### src/rtl/imu_accel_reader.sv
// Reads one X/Y/Z accelerometer sample from an I2C IMU by sequencing byte-level
// commands to an external I2C master, with NACK and timeout recovery via STOP.
module imu_accel_reader #(
  parameter logic [6:0]  DEV_ADDR = 7'h68,
  parameter logic [7:0]  BASE_REG = 8'h12,
  parameter logic [15:0] TIMEOUT  = 16'd50000
) (
  input  logic        clk,
  input  logic        rst_n,
  input  logic        start_i,
  output logic [2:0]  m_cmd_o,
  output logic [7:0]  m_wdata_o,
  output logic        m_valid_o,
  input  logic        m_ready_i,
  input  logic        m_done_i,
  input  logic [7:0]  m_rdata_i,
  input  logic        m_nack_i,
  output logic [15:0] acc_x_o,
  output logic [15:0] acc_y_o,
  output logic [15:0] acc_z_o,
  output logic        sample_valid_o,
  output logic        busy_o,
  output logic [1:0]  err_o
);

  localparam logic [2:0] CMD_START     = 3'd0;
  localparam logic [2:0] CMD_WRITE     = 3'd1;
  localparam logic [2:0] CMD_READ_ACK  = 3'd2;
  localparam logic [2:0] CMD_READ_NACK = 3'd3;
  localparam logic [2:0] CMD_STOP      = 3'd4;

  localparam logic [1:0] ERR_NONE = 2'd0;
  localparam logic [1:0] ERR_NACK = 2'd1;
  localparam logic [1:0] ERR_TMO  = 2'd2;

  localparam logic [3:0]  LAST_STEP = 4'd11;
  localparam logic [15:0] TMO_LAST  = TIMEOUT - 16'd1;

  typedef enum logic [2:0] {
    IDLE, ISSUE, WAIT, DONE, ERROR, STOP_ERR
  } state_t;

  state_t      state_q, state_d;
  logic [3:0]  step_q, step_d;
  logic [15:0] tmo_q, tmo_d;
  logic        stopAcc_q, stopAcc_d;
  logic [1:0]  err_q, err_d;
  logic [7:0]  shadow_q [6];
  logic [15:0] accX_q, accY_q, accZ_q;

  logic [2:0]  issueCmd;
  logic [7:0]  issueData;
  logic        isWrite, isRead, handshake, tmoHit, shadowWe;
  logic [3:0]  slot;

  // Fixed command script indexed by the step counter.
  always_comb begin
    issueCmd  = CMD_STOP;
    issueData = 8'h00;
    case (step_q)
      4'd0, 4'd3: issueCmd = CMD_START;
      4'd1: begin
        issueCmd  = CMD_WRITE;
        issueData = {DEV_ADDR, 1'b0};
      end
      4'd2: begin
        issueCmd  = CMD_WRITE;
        issueData = BASE_REG;
      end
      4'd4: begin
        issueCmd  = CMD_WRITE;
        issueData = {DEV_ADDR, 1'b1};
      end
      4'd5, 4'd6, 4'd7, 4'd8, 4'd9: issueCmd = CMD_READ_ACK;
      4'd10: issueCmd = CMD_READ_NACK;
      default: issueCmd = CMD_STOP;
    endcase
  end

  assign isWrite   = (issueCmd == CMD_WRITE);
  assign isRead    = (issueCmd == CMD_READ_ACK) || (issueCmd == CMD_READ_NACK);
  assign handshake = m_valid_o && m_ready_i;
  assign tmoHit    = (tmo_q == TMO_LAST);
  assign slot      = step_q - 4'd5;

  always_comb begin
    state_d   = state_q;
    step_d    = step_q;
    tmo_d     = tmo_q + 16'd1;
    stopAcc_d = stopAcc_q;
    err_d     = err_q;
    shadowWe  = 1'b0;
    case (state_q)
      IDLE: begin
        tmo_d = '0;
        if (start_i) begin
          state_d = ISSUE;
          step_d  = '0;
          err_d   = ERR_NONE;
        end
      end
      ISSUE: begin
        if (handshake) begin
          state_d = WAIT;
          tmo_d   = '0;
        end else if (tmoHit) begin
          state_d   = STOP_ERR;
          tmo_d     = '0;
          stopAcc_d = 1'b0;
          err_d     = ERR_TMO;
        end
      end
      WAIT: begin
        if (m_done_i) begin
          tmo_d = '0;
          if (isWrite && m_nack_i) begin
            state_d   = STOP_ERR;
            stopAcc_d = 1'b0;
            err_d     = ERR_NACK;
          end else begin
            shadowWe = isRead;
            step_d   = step_q + 4'd1;
            state_d  = (step_q == LAST_STEP) ? DONE : ISSUE;
          end
        end else if (tmoHit) begin
          state_d   = STOP_ERR;
          tmo_d     = '0;
          stopAcc_d = 1'b0;
          err_d     = ERR_TMO;
        end
      end
      // First wait for the STOP to be accepted, then for its completion.
      STOP_ERR: begin
        if (!stopAcc_q) begin
          if (handshake) begin
            stopAcc_d = 1'b1;
            tmo_d     = '0;
          end else if (tmoHit) begin
            state_d = ERROR;
          end
        end else if (m_done_i || tmoHit) begin
          state_d = ERROR;
        end
      end
      DONE, ERROR: begin
        state_d = IDLE;
        step_d  = '0;
        tmo_d   = '0;
      end
      default: state_d = IDLE;
    endcase
  end

  always_ff @(posedge clk or negedge rst_n) begin
    if (!rst_n) begin
      state_q   <= IDLE;
      step_q    <= '0;
      tmo_q     <= '0;
      stopAcc_q <= 1'b0;
      err_q     <= ERR_NONE;
      accX_q    <= '0;
      accY_q    <= '0;
      accZ_q    <= '0;
      for (int i = 0; i < 6; i++) shadow_q[i] <= '0;
    end else begin
      state_q   <= state_d;
      step_q    <= step_d;
      tmo_q     <= tmo_d;
      stopAcc_q <= stopAcc_d;
      err_q     <= err_d;
      for (int i = 0; i < 6; i++) begin
        if (shadowWe && (slot == i[3:0])) shadow_q[i] <= m_rdata_i;
      end
      if (state_q == DONE) begin
        accX_q <= {shadow_q[1], shadow_q[0]};
        accY_q <= {shadow_q[3], shadow_q[2]};
        accZ_q <= {shadow_q[5], shadow_q[4]};
      end
    end
  end

  // The new sample is presented straight from the shadow bytes during DONE so
  // it coincides with sample_valid; the held registers take over afterwards.
  always_comb begin
    m_valid_o      = (state_q == ISSUE) || ((state_q == STOP_ERR) && !stopAcc_q);
    m_cmd_o        = (state_q == ISSUE) ? issueCmd : CMD_STOP;
    m_wdata_o      = (state_q == ISSUE) ? issueData : 8'h00;
    sample_valid_o = (state_q == DONE);
    busy_o         = (state_q != IDLE);
    err_o          = err_q;
    acc_x_o        = accX_q;
    acc_y_o        = accY_q;
    acc_z_o        = accZ_q;
    if (state_q == DONE) begin
      acc_x_o = {shadow_q[1], shadow_q[0]};
      acc_y_o = {shadow_q[3], shadow_q[2]};
      acc_z_o = {shadow_q[5], shadow_q[4]};
    end
  end

endmodule

### config.mk
export PLATFORM = sky130hd
export DESIGN_NAME = imu_accel_reader
export DESIGN_NICKNAME = d
export VERILOG_FILES = /design/src/rtl/imu_accel_reader.sv
export SDC_FILE = /design/constraint.sdc
export NUM_CORES = 1
export LEC_CHECK = 0
export ABC_CLOCK_PERIOD_IN_PS = 3040
export CORE_AREA = 2 2 114 116
export DETAILED_ROUTE_END_ITERATION = 10
export DIE_AREA = 0 0 116 118
export PLACE_DENSITY = 0.76
export SYNTH_ARGS = -nofsm -noshare
export SYNTH_HDL_FRONTEND = slang
export SYNTH_SLANG_ARGS = --single-unit
### constraint.sdc
create_clock -name clk -period 3.04 [get_ports clk]
set_input_delay 0.304 -clock clk [delete_from_list [all_inputs] [get_ports clk]]
set_output_delay 0.304 -clock clk [all_outputs]
set_load 0.005 [all_outputs]
# Word level (Yosys, flattened, before mapping)
# Cells that the tools add are included.
[word_totals]
reg_bits = 122
inputBits = 14
[classes]
n_reduce_logical = 29
eq_ne = 33
n_addsub = 3
muxes = 44
[op_table]
columns = ["op", "count"]
rows = [
  ["16-bit 2-to-1 mux", 8],
  ["16-bit one-hot mux with 4 select lines", 1],
  ["3-bit 2-to-1 mux", 10],
  ["4-bit by 3-bit == test with 1-bit output (second input constant)", 6],
  ["3-bit one-hot mux with 4 select lines", 2],
  ["8-bit one-hot mux with 3 select lines", 1],
  ["16-bit by 1-bit adder with 16-bit output (second input constant)", 1],
  ["16-bit == test (second input constant)", 1],
  ["4-bit by 2-bit == test with 1-bit output (second input constant)", 4],
  ["4-bit == test (second input constant)", 4],
  ["3-bit by 2-bit == test with 1-bit output (second input constant)", 4],
  ["2-bit 2-to-1 mux", 6],
  ["4-bit 2-to-1 mux", 3],
  ["3-bit inequality test (second input constant)", 4],
  ["4-bit one-hot mux with 3 select lines", 1],
  ["4-bit AND reduction", 3],
  ["3-bit nonzero test", 4],
  ["1-bit logical AND", 9],
  ["1-bit 2-to-1 mux", 9],
  ["4-bit by 1-bit == test with 1-bit output (second input constant)", 2],
  ["4-bit zero test", 2],
  ["8-bit 2-to-1 mux", 1],
  ["2-bit inequality test (second input constant)", 4],
  ["3-bit by 1-bit == test with 1-bit output (second input constant)", 2],
  ["12 further kinds", 17],
]

# Longest topological paths before layout
# Gate-level depths: netlist of the first run.
[logic_depth]
ltp_word = 9
mapped_depth = 7
depth_no_buf = 6

# Worst setup path after synthesis of the first run
# OpenSTA, ideal clock, no wires.
[synth_path]
kind = "reg2reg"
from = "register step_q[0]"
to = "register shadow_q[10] (netlist bit)"
t_arrival_ns = 2.080
synth_period_minus_slack_ns = 2.208
stages_incl_launch_ff = 7
setup_slack_ns = 0.832
t_required_ns = 2.913
path_buffers = 0
path_cell_list = "dfrtp_1 > inv_1 > ha_1 > or3_1 > a2bb2oi_4 > nor3_4 > mux2_1"
[synth_between]
elab_chain_len = 9
elab_cells_between_ends = 26
classes_between = "add/sub (1); eq/ne (14); mux (4); reduce/logical (7)"
[synth_rtl]
columns = ["item", "line_no", "source"]
rows = [
  ["start: declaration", "44", "logic [3:0] step_q, step_d;"],
  ["start signal: assignment", "167", "step_q <= step_d;"],
  ["4-bit by 3-bit == test with 1-bit output (tied with other cells)", "60", "case (step_q)"],
  ["5-bit OR reduction (tied with other cells)", "60", ""],
  ["3-bit one-hot mux with 4 select lines", "60", ""],
  ["3-bit by 2-bit == test with 1-bit output or 3-bit by 1-bit == test with 1-bit output (tied branches)", "81, 80", ""],
  ["1-bit logical OR or 1-bit logical AND (tied branches)", "81, 116", ""],
  ["1-bit 2-to-1 mux", "116", "if (isWrite && m_nack_i) begin"],
  ["1-bit 2-to-1 mux", "114", "if (m_done_i) begin"],
  ["1-bit 2-to-1 mux", "93", "case (state_q)"],
  ["1-bit logical AND (*)", "172", "if (shadowWe && (slot == i[3:0])) shadow_q[i] <= m_rdata_i;"],
  ["end signal: indexed assignment", "172", ""],
  ["end: declaration", "48", "logic [7:0] shadow_q [6];"],
]
# Mark *: on every way between the ends. The rest lies on a longest branch, timed or not.
# A chain may end at the register's enable or synchronous reset.

# Worst setup path after layout of the first run
[layout_path]
from = "register state_q[2]"
to = "output port acc_y_o[7]"
[layout_between]
elab_chain_len = 2
[layout_rtl]
columns = ["item", "line_no", "source"]
rows = [
  ["start: declaration", "43", "state_t state_q, state_d;"],
  ["start signal: assignment", "166", "state_q <= state_d;"],
  ["3-bit by 2-bit == test with 1-bit output", "194", "if (state_q == DONE) begin"],
  ["16-bit 2-to-1 mux", "-", ""],
  ["end: declaration", "19", "output logic [15:0] acc_y_o,"],
]
# No other way between the ends.

==> results of run 1 <==
-- power by group through the flow --
stage          clock network (mW)  registers (mW)  logic, mW
4_1_cts                      1.93            1.81      0.972
6_report                     1.90            1.82      0.969
3_5_place_dp                    0            1.84      0.959
3_3_place_gp                    0            1.83      0.933
2_1_floorplan                   0            1.78      0.663
5_1_grt                      2.01            1.84       1.07
-- worst reg2reg max path, delay by kind of cell, from the launching register on --
family,cells,cell delay [ps]
AOI/OAI and AO/OA,1,80
adders and majority gates,1,300
buffers and inverters,2,380
DFF,1,470
muxes,1,400
and+or+nand+nor,2,710
-- flip-flops by register name (all words and copies together) (netlist names) --
register / count
err_o: 2
accX_q: 16
shadow_q: 48
stopAcc_q: 1
tmo_q: 16
step_q: 4
state_q: 3
accY_q: 16
accZ_q: 16
-- per-layer routing --
metal,GRT usage (%),vias up,routed length (µm)
met5,0,-,0
met4,5.65,0,138
met3,4.79,11,508
met2,30.0,107,5970
met1,26.3,1975,5660
li1,-,1886,-
-- through the flow --
stage | instance area (µm²) | power, mW | cells
floorplan | 5520 | 2.45 | 514
global placement | 6420 | 2.77 | 743
detailed placement | 6420 | 2.80 | 743
CTS | 6990 | 4.72 | 775
global route | 7000 | 4.92 | 775
finish | 7000 | 4.69 | 775
-- cell families after synthesis --
group                    share of synthesized area (%)
buffers and inverters                             2.47
XOR/XNOR                                          1.91
other                                           0.0680
flip-flops                                        55.4
AND/OR/NAND/NOR                                   21.8
AO/OA/AOI/OAI                                     6.06
adder cells (fa/ha/maj)                           2.04
multiplexers                                      10.3
-- what timing repair did --
| action | 4_1_cts | 5_1_grt |
|---|---|---|
| hold buffers | 1 | 0 |
| gates resized for setup | 0 | 1 |
| endpoints found under the hold margin | 42 | 0 |
| setup endpoints to repair | 0 | 2 |
-- cell type report --
type	count	share of cell area, %
multi-input cells	362	33.4
repair buffers	81	11.5
flip-flops and latches	122	43.6
inverters	7	0.375
well taps	172	3.07
clock inverters	8	1.36
clock buffers	23	6.69
-- cell usage in the layout, fill, tap and decap left out, types with 3 or more instances in the layout --
cell type and count:
nor3_1 6, inv_1 7, o21ai_0 6, buf_4 6, nand4_1 5, nand3_1 8
conb_1 3, a21o_1 3, xnor2_1 7, nand2b_1 8, or3_1 4, clkdlybuf4s50_1 73
ha_1 9, clkbuf_1 4, clkbuf_16 17, a31oi_1 3, a21oi_1 11, nor2b_1 6
o22a_1 3, dfrtp_1 122, nor3_4 6, nor2_2 9, mux2_1 6, nor2_1 14
mux2_2 40, xor2_1 5, nand2_1 160, clkinv_2 4
-- worst min path at each step --
stage | start | end | slack [ps] | cells after the start
2_1_floorplan | rst_n | accX_q[0] | 8 | 0
3_3_place_gp | rst_n | accZ_q[1] | 400 | 1
3_5_place_dp | rst_n | accZ_q[1] | 420 | 1
4_1_cts | accZ_q[1] | accZ_q[1] | 470 | 2
5_1_grt | accZ_q[10] | accZ_q[10] | 500 | 2
6_report | accX_q[0] | accX_q[0] | 470 | 2
==> reports/qor.csv, run 1 <==
stage,metric,value,unit
sta,tightest_slew,753,ps
critical_path,r2r_start,step_q[0],
critical_path,critical_path_required,2740,ps
sta,maxSlewHeadroom,49.8,%
logic_synthesis,synthTopCellsByArea,"dfrtp_1, nand2_1, mux2_2",
critical_path,reg2regPathDepth,7,
layout,multiInputGateArea,2340,µm²
flow_run,drv_cap,0,
logic_synthesis,synth.most_common_cell,nand2_1,
clocking,post_cts_buffers,0,
logic_synthesis,syn-cell-area,5510,µm²
clocking,cts_made_buffers,17,
floorplan,start_util,44.4,%
layout,register_area,3050,µm²
clocking,clock_latency,400,ps
layout,nNetsFinal,614,
sta,min_period,2870,ps
outcome,status,completed,
critical_path,path_class,register to primary output,
critical_path,reg2reg_slack,580,ps
floorplan,fp.dieArea,13700,µm²
power,ir_worst_vdd,0.430,mV
logic_synthesis,synth_cell_types,57,
place,dp_slack,545,ps
layout,drive_gt1_share,16.6,%
sta,finalSetupViolCount,0,
power,intPower,3.35,mW
critical_path,critPathCapture,acc_y_o[7],
logic_synthesis,synthFlopType,dfrtp_1,
global_route,antenna_found_initial,0,
critical_path,worst_setup_path_start_kind,register,
drt,final_antenna_net_count,0,
power,combPwrFrac,20.7,%
power,power.density,670,nW/µm²
logic_synthesis,yosysTopAreaCellShare,55.4,%
logic_synthesis,synth_commonest_cells,"nand2_1, dfrtp_1, mux2_2, clkbuf_1, nor2_1",
global_route,grt_util_all_layers,19.1,%
layout,antenna_cells,0,
drt,via_per_inst,5.13,
drt,first_pass_iters,5,
floorplan,rows,41,
critical_path,max_stage_delay,660,ps
logic_synthesis,synth_edf_count,0,
sta,fin_worst_skew,8.74,ps
critical_path,path_buf_inv,2,
critical_path,crit_fanout,49,
layout,syn_to_final_growth,27.0,%
sta,drv_slew,0,
drt,drc,0,
sta,clock.fmax,0.349,GHz
critical_path,cpLargestDelayFamily,buffers and inverters,
power,leakage,3.38,nW
clocking,cts_buffer_depth,2,
layout,fillerInstances,1065,
power,switching_share,28.4,%
critical_path,crit_arrival,2560,ps
critical_path,end_kind,primary output,
sta,fin_crit_sh,94.3,%
global_route,grt_overflow,0,
sta,layout_setup_ws,173,ps
logic_synthesis,ys_ff_latch,122,
floorplan,fp.dieW,116,µm
global_route,grt_start_max_net_pins,65,
critical_path,crit_start,state_q[2],
clocking,clk_pin_slew,50,ps
critical_path,cpMostUsedCell,nand2_1,
drt,drt_wl_total,12300,µm
logic_synthesis,ys_seq_area_share,55.4,%
power,p_clk_share,40.5,%
power,switchingPower,1.33,mW
sta,hold_viol_final,0,
sta,finalSetupTns,0,ps
clocking,clock_sinks,122,
logic_synthesis,yosys_warnings,0,
floorplan,core_area,12400,µm²
global_route,grt_pass1_wl,20800,µm
floorplan,io_pins,78,
power,power_frac_seq,38.8,%
logic_synthesis,yosys.area.top_type,dfrtp_1,
drt,vias,3979,
critical_path,worstSetupPathDepth,5,
critical_path,path_cells,nand3b_1 > buf_4 > nand2_1 > nand2_1 > clkdlybuf4s50_1,
drt,wire_per_inst,15.8,µm
clocking,cts_tree,built,
sta,fin_hold_ws,470,ps
critical_path,rr_endpoint,shadow_q[39],
clocking,cts-root-buf,clkbuf_16,
place,port_buffers,74,
layout,final_util,56.4,%
floorplan,die_h,118,µm
hold_path,worstHoldPathType,register to register,
place,gp_congestion,0.863,
logic_synthesis,synthCells,512,
place,hpwlAfterDp,8140,µm
global_route,grt_pass1_vias,4128,
logic_synthesis,avgSynthCellArea,10.8,µm²
critical_path,slowest_stage,dfrtp_1,
sta,rsz0062_at_grt,false,
drt,drt_iter0_markers,260,
clocking,h-tree-depth,4,
logic_synthesis,synth-async-reset-ratio,100,%
Power figures use the tool's default switching activity.
==> run 2: changes to the inputs <==
--- a/config.mk
+++ b/config.mk
@@ -9,7 +9,7 @@
 export CORE_AREA = 2 2 114 116
 export DETAILED_ROUTE_END_ITERATION = 10
 export DIE_AREA = 0 0 116 118
-export PLACE_DENSITY = 0.76
+export PLACE_DENSITY_LB_ADDON = 0.2
 export SYNTH_ARGS = -nofsm -noshare
 export SYNTH_HDL_FRONTEND = slang
 export SYNTH_SLANG_ARGS = --single-unit
==> run 2 against run 1 <==
  * Global-route usage increased by 0.13 points
  * Register-to-register slack about the same
  * Largest power group unchanged
  * Maximum frequency increased by 0.39%
  * Largest cell class unchanged
  * Wire length decreased by 1.9%
  * Critical endpoint is now m_cmd_o[1]
==> reports/qor.csv, run 2 (synthesis gave the netlist of run 1 again) <==
stage,metric,value,unit,change
clocking,cts-root-buf,clkbuf_16,,
drt,final_antenna_net_count,0,,unchanged
place,port_buffers,74,,unchanged
global_route,grt_pass1_wl,20500,µm,-1.5%
layout,regMostFlops,shadow_q,,
global_route,met2_usage,29.1,%,-0.99 points
global_route,use_met3,5.20,%,+0.41 points
global_route,grt_pass1_vias,3983,,-3.5%
drt,via_per_inst,5.06,,-1.4%
power,switching_share,27.4,%,-1.1 points
place,placed_cells,743,,unchanged
clocking,clock_latency,410,ps,about the same
hold_path,worstHoldPathType,input port to asynchronous set/reset pin,,
flow_run,drv_cap,0,,unchanged
power,p_clk_share,45.5,%,+5.0 points
layout,drive_gt1_share,17.4,%,+0.80 points
power,leakage,3.45,nW,+1.9%
place,gp_congestion,0.784,,-9.2%
clocking,clk_pin_slew,50,ps,about the same
sta,finalSetupViolCount,0,,unchanged
sta,fin_hold_ws,381,ps,-88.2 ps
power,power_frac_seq,35.9,%,-2.9 points
critical_path,path_class,register to primary output,,
clocking,h-tree-depth,4,,unchanged
sta,tightest_slew,575,ps,-178 ps
drt,drt_iter0_markers,290,,+12%
power,ir_worst_vdd,0.423,mV,-1.6%
power,combPwrFrac,18.6,%,-2.1 points
floorplan,core_area,12400,µm²,unchanged
floorplan,fp.dieArea,13700,µm²,unchanged
global_route,busiest_layer,met2,,
sta,clock.fmax,0.350,GHz,+0.39%
global_route,use_met1,27.4,%,+1.1 points
sta,drv_slew,0,,unchanged
layout,fillerInstances,1080,,+1.4%
floorplan,die_h,118,µm,unchanged
critical_path,crit_fanout,9,,-82%
global_route,grt_overflow,0,,unchanged
layout,antenna_cells,0,,unchanged
place,dp_slack,535,ps,-10.0 ps
critical_path,worst_setup_path_start_kind,register,,
drt,first_pass_iters,4,,-1
clocking,cts_buffer_depth,2,,unchanged
drt,wire_per_inst,15.5,µm,-2.0%
layout,register_area,3050,µm²,unchanged
power,power.density,714,nW/µm²,+6.7%
drt,drt_wl_total,12100,µm,-1.9%
layout,multiInputGateArea,2340,µm²,unchanged
critical_path,end_kind,primary output,,
floorplan,io_pins,78,,unchanged
sta,layout_setup_ws,185,ps,+11.1 ps
sta,finalSetupTns,0,ps,unchanged
critical_path,critical_path_required,2740,ps,about the same
layout,layout_common_cells,"nand2_1, dfrtp_1, clkdlybuf4s50_1",,
sta,min_period,2860,ps,-11.1 ps
outcome,status,completed,,
layout,syn_to_final_growth,29.3,%,
global_route,grt_start_max_net_pins,55,,-15%
drt,drc,0,,unchanged
drt,vias,3927,,-1.3%
floorplan,rows,41,,unchanged
layout,largest_register_ffs,48,,unchanged
place,hpwlAfterDp,7990,µm,-1.9%
clocking,cts_tree,built,,
global_route,grt_util_all_layers,19.3,%,+0.13 points
power,switchingPower,1.39,mW,+4.5%
floorplan,fp.dieW,116,µm,unchanged
layout,final_common_cell,nand2_1,,
floorplan,start_util,44.4,%,unchanged
power,intPower,3.70,mW,+10%
sta,maxSlewHeadroom,61.4,%,+12 points
sta,fin_worst_skew,6.14,ps,-2.60 ps
clocking,post_cts_buffers,0,,unchanged
sta,fin_crit_sh,93.9,%,-0.36 points
sta,rsz0062_at_grt,false,,
clocking,clock_sinks,122,,unchanged
layout,nNetsFinal,614,,unchanged
layout,fin_cells,776,,+0.13%
sta,hold_viol_final,0,,unchanged
critical_path,crit_arrival,2550,ps,about the same
global_route,antenna_found_initial,0,,unchanged
clocking,cts_made_buffers,17,,unchanged
==> run 2: cell count changes in the layout (fill, tap and decap cells not counted), sizes merged <==
cell	previous run	this run
clkbuf	23	19
inv	7	10
bufinv	2	6
clkinvlp	2	0
==> run 2: through the flow <==
step	power (mW)	instance area [µm²]	util, %
final	5.09	7130	57.4
after detailed placement	2.79	6420	51.7
after CTS	5.14	7120	57.4
after floorplan	2.45	5520	-
after global routing	5.34	7130	57.4
after global placement	2.78	6420	51.7
==> run 2: worst max-delay path: stages (launching register included) <==
cell and delay (ps):
dfrtp_1 510, inv_1 160, ha_1 290, or3_1 450
a2bb2oi_4 210, nor3_1 60, clkdlybuf4s50_1 470
==> run 2: final cells by class <==
class,count,share of cell area [%]
clock buffers,19,6.36
clock inverters,13,3.34
inverters,7,0.369
multi-input cells,362,32.8
flip-flops and latches,122,42.8
well taps,172,3.02
repair buffers,81,11.3
==> run 2: final timing paths <==
check,startpoint,end,slack [ps],cells past startpoint
worst max-delay path,step_q[0],m_cmd_o[1],180,6
worst min-delay path,rst_n,accZ_q[2],380,2
worst max register to register,step_q[0],shadow_q[28],590,7
worst min register to register,accX_q[3],accX_q[3],470,2
max in group asynchronous,rst_n,accY_q[6],1790,3
min in group clk,accX_q[3],accX_q[3],470,2
==> run 2: power groups by stage <==
stage | combinational, mW | clock, mW | sequential (mW)
finish | 0.946 | 2.32 | 1.83
global route | 1.05 | 2.45 | 1.84
CTS | 0.951 | 2.36 | 1.83
detailed placement | 0.940 | 0 | 1.85
global placement | 0.928 | 0 | 1.85
floorplan | 0.663 | 0 | 1.78
==> run 2: timing repair <==
item                                    in CTS  in global routing
hold buffers                                 1                  0
gates resized for setup                      0                  1
endpoints found under the setup margin       0                  2
endpoints found under the hold margin       26                  0
==> run 2: metal layers <==
layer,share of wire [%],routed length [µm]
met1,48,5770
met4,0.71,85
met2,48,5740
met3,3.8,454
met5,0,0
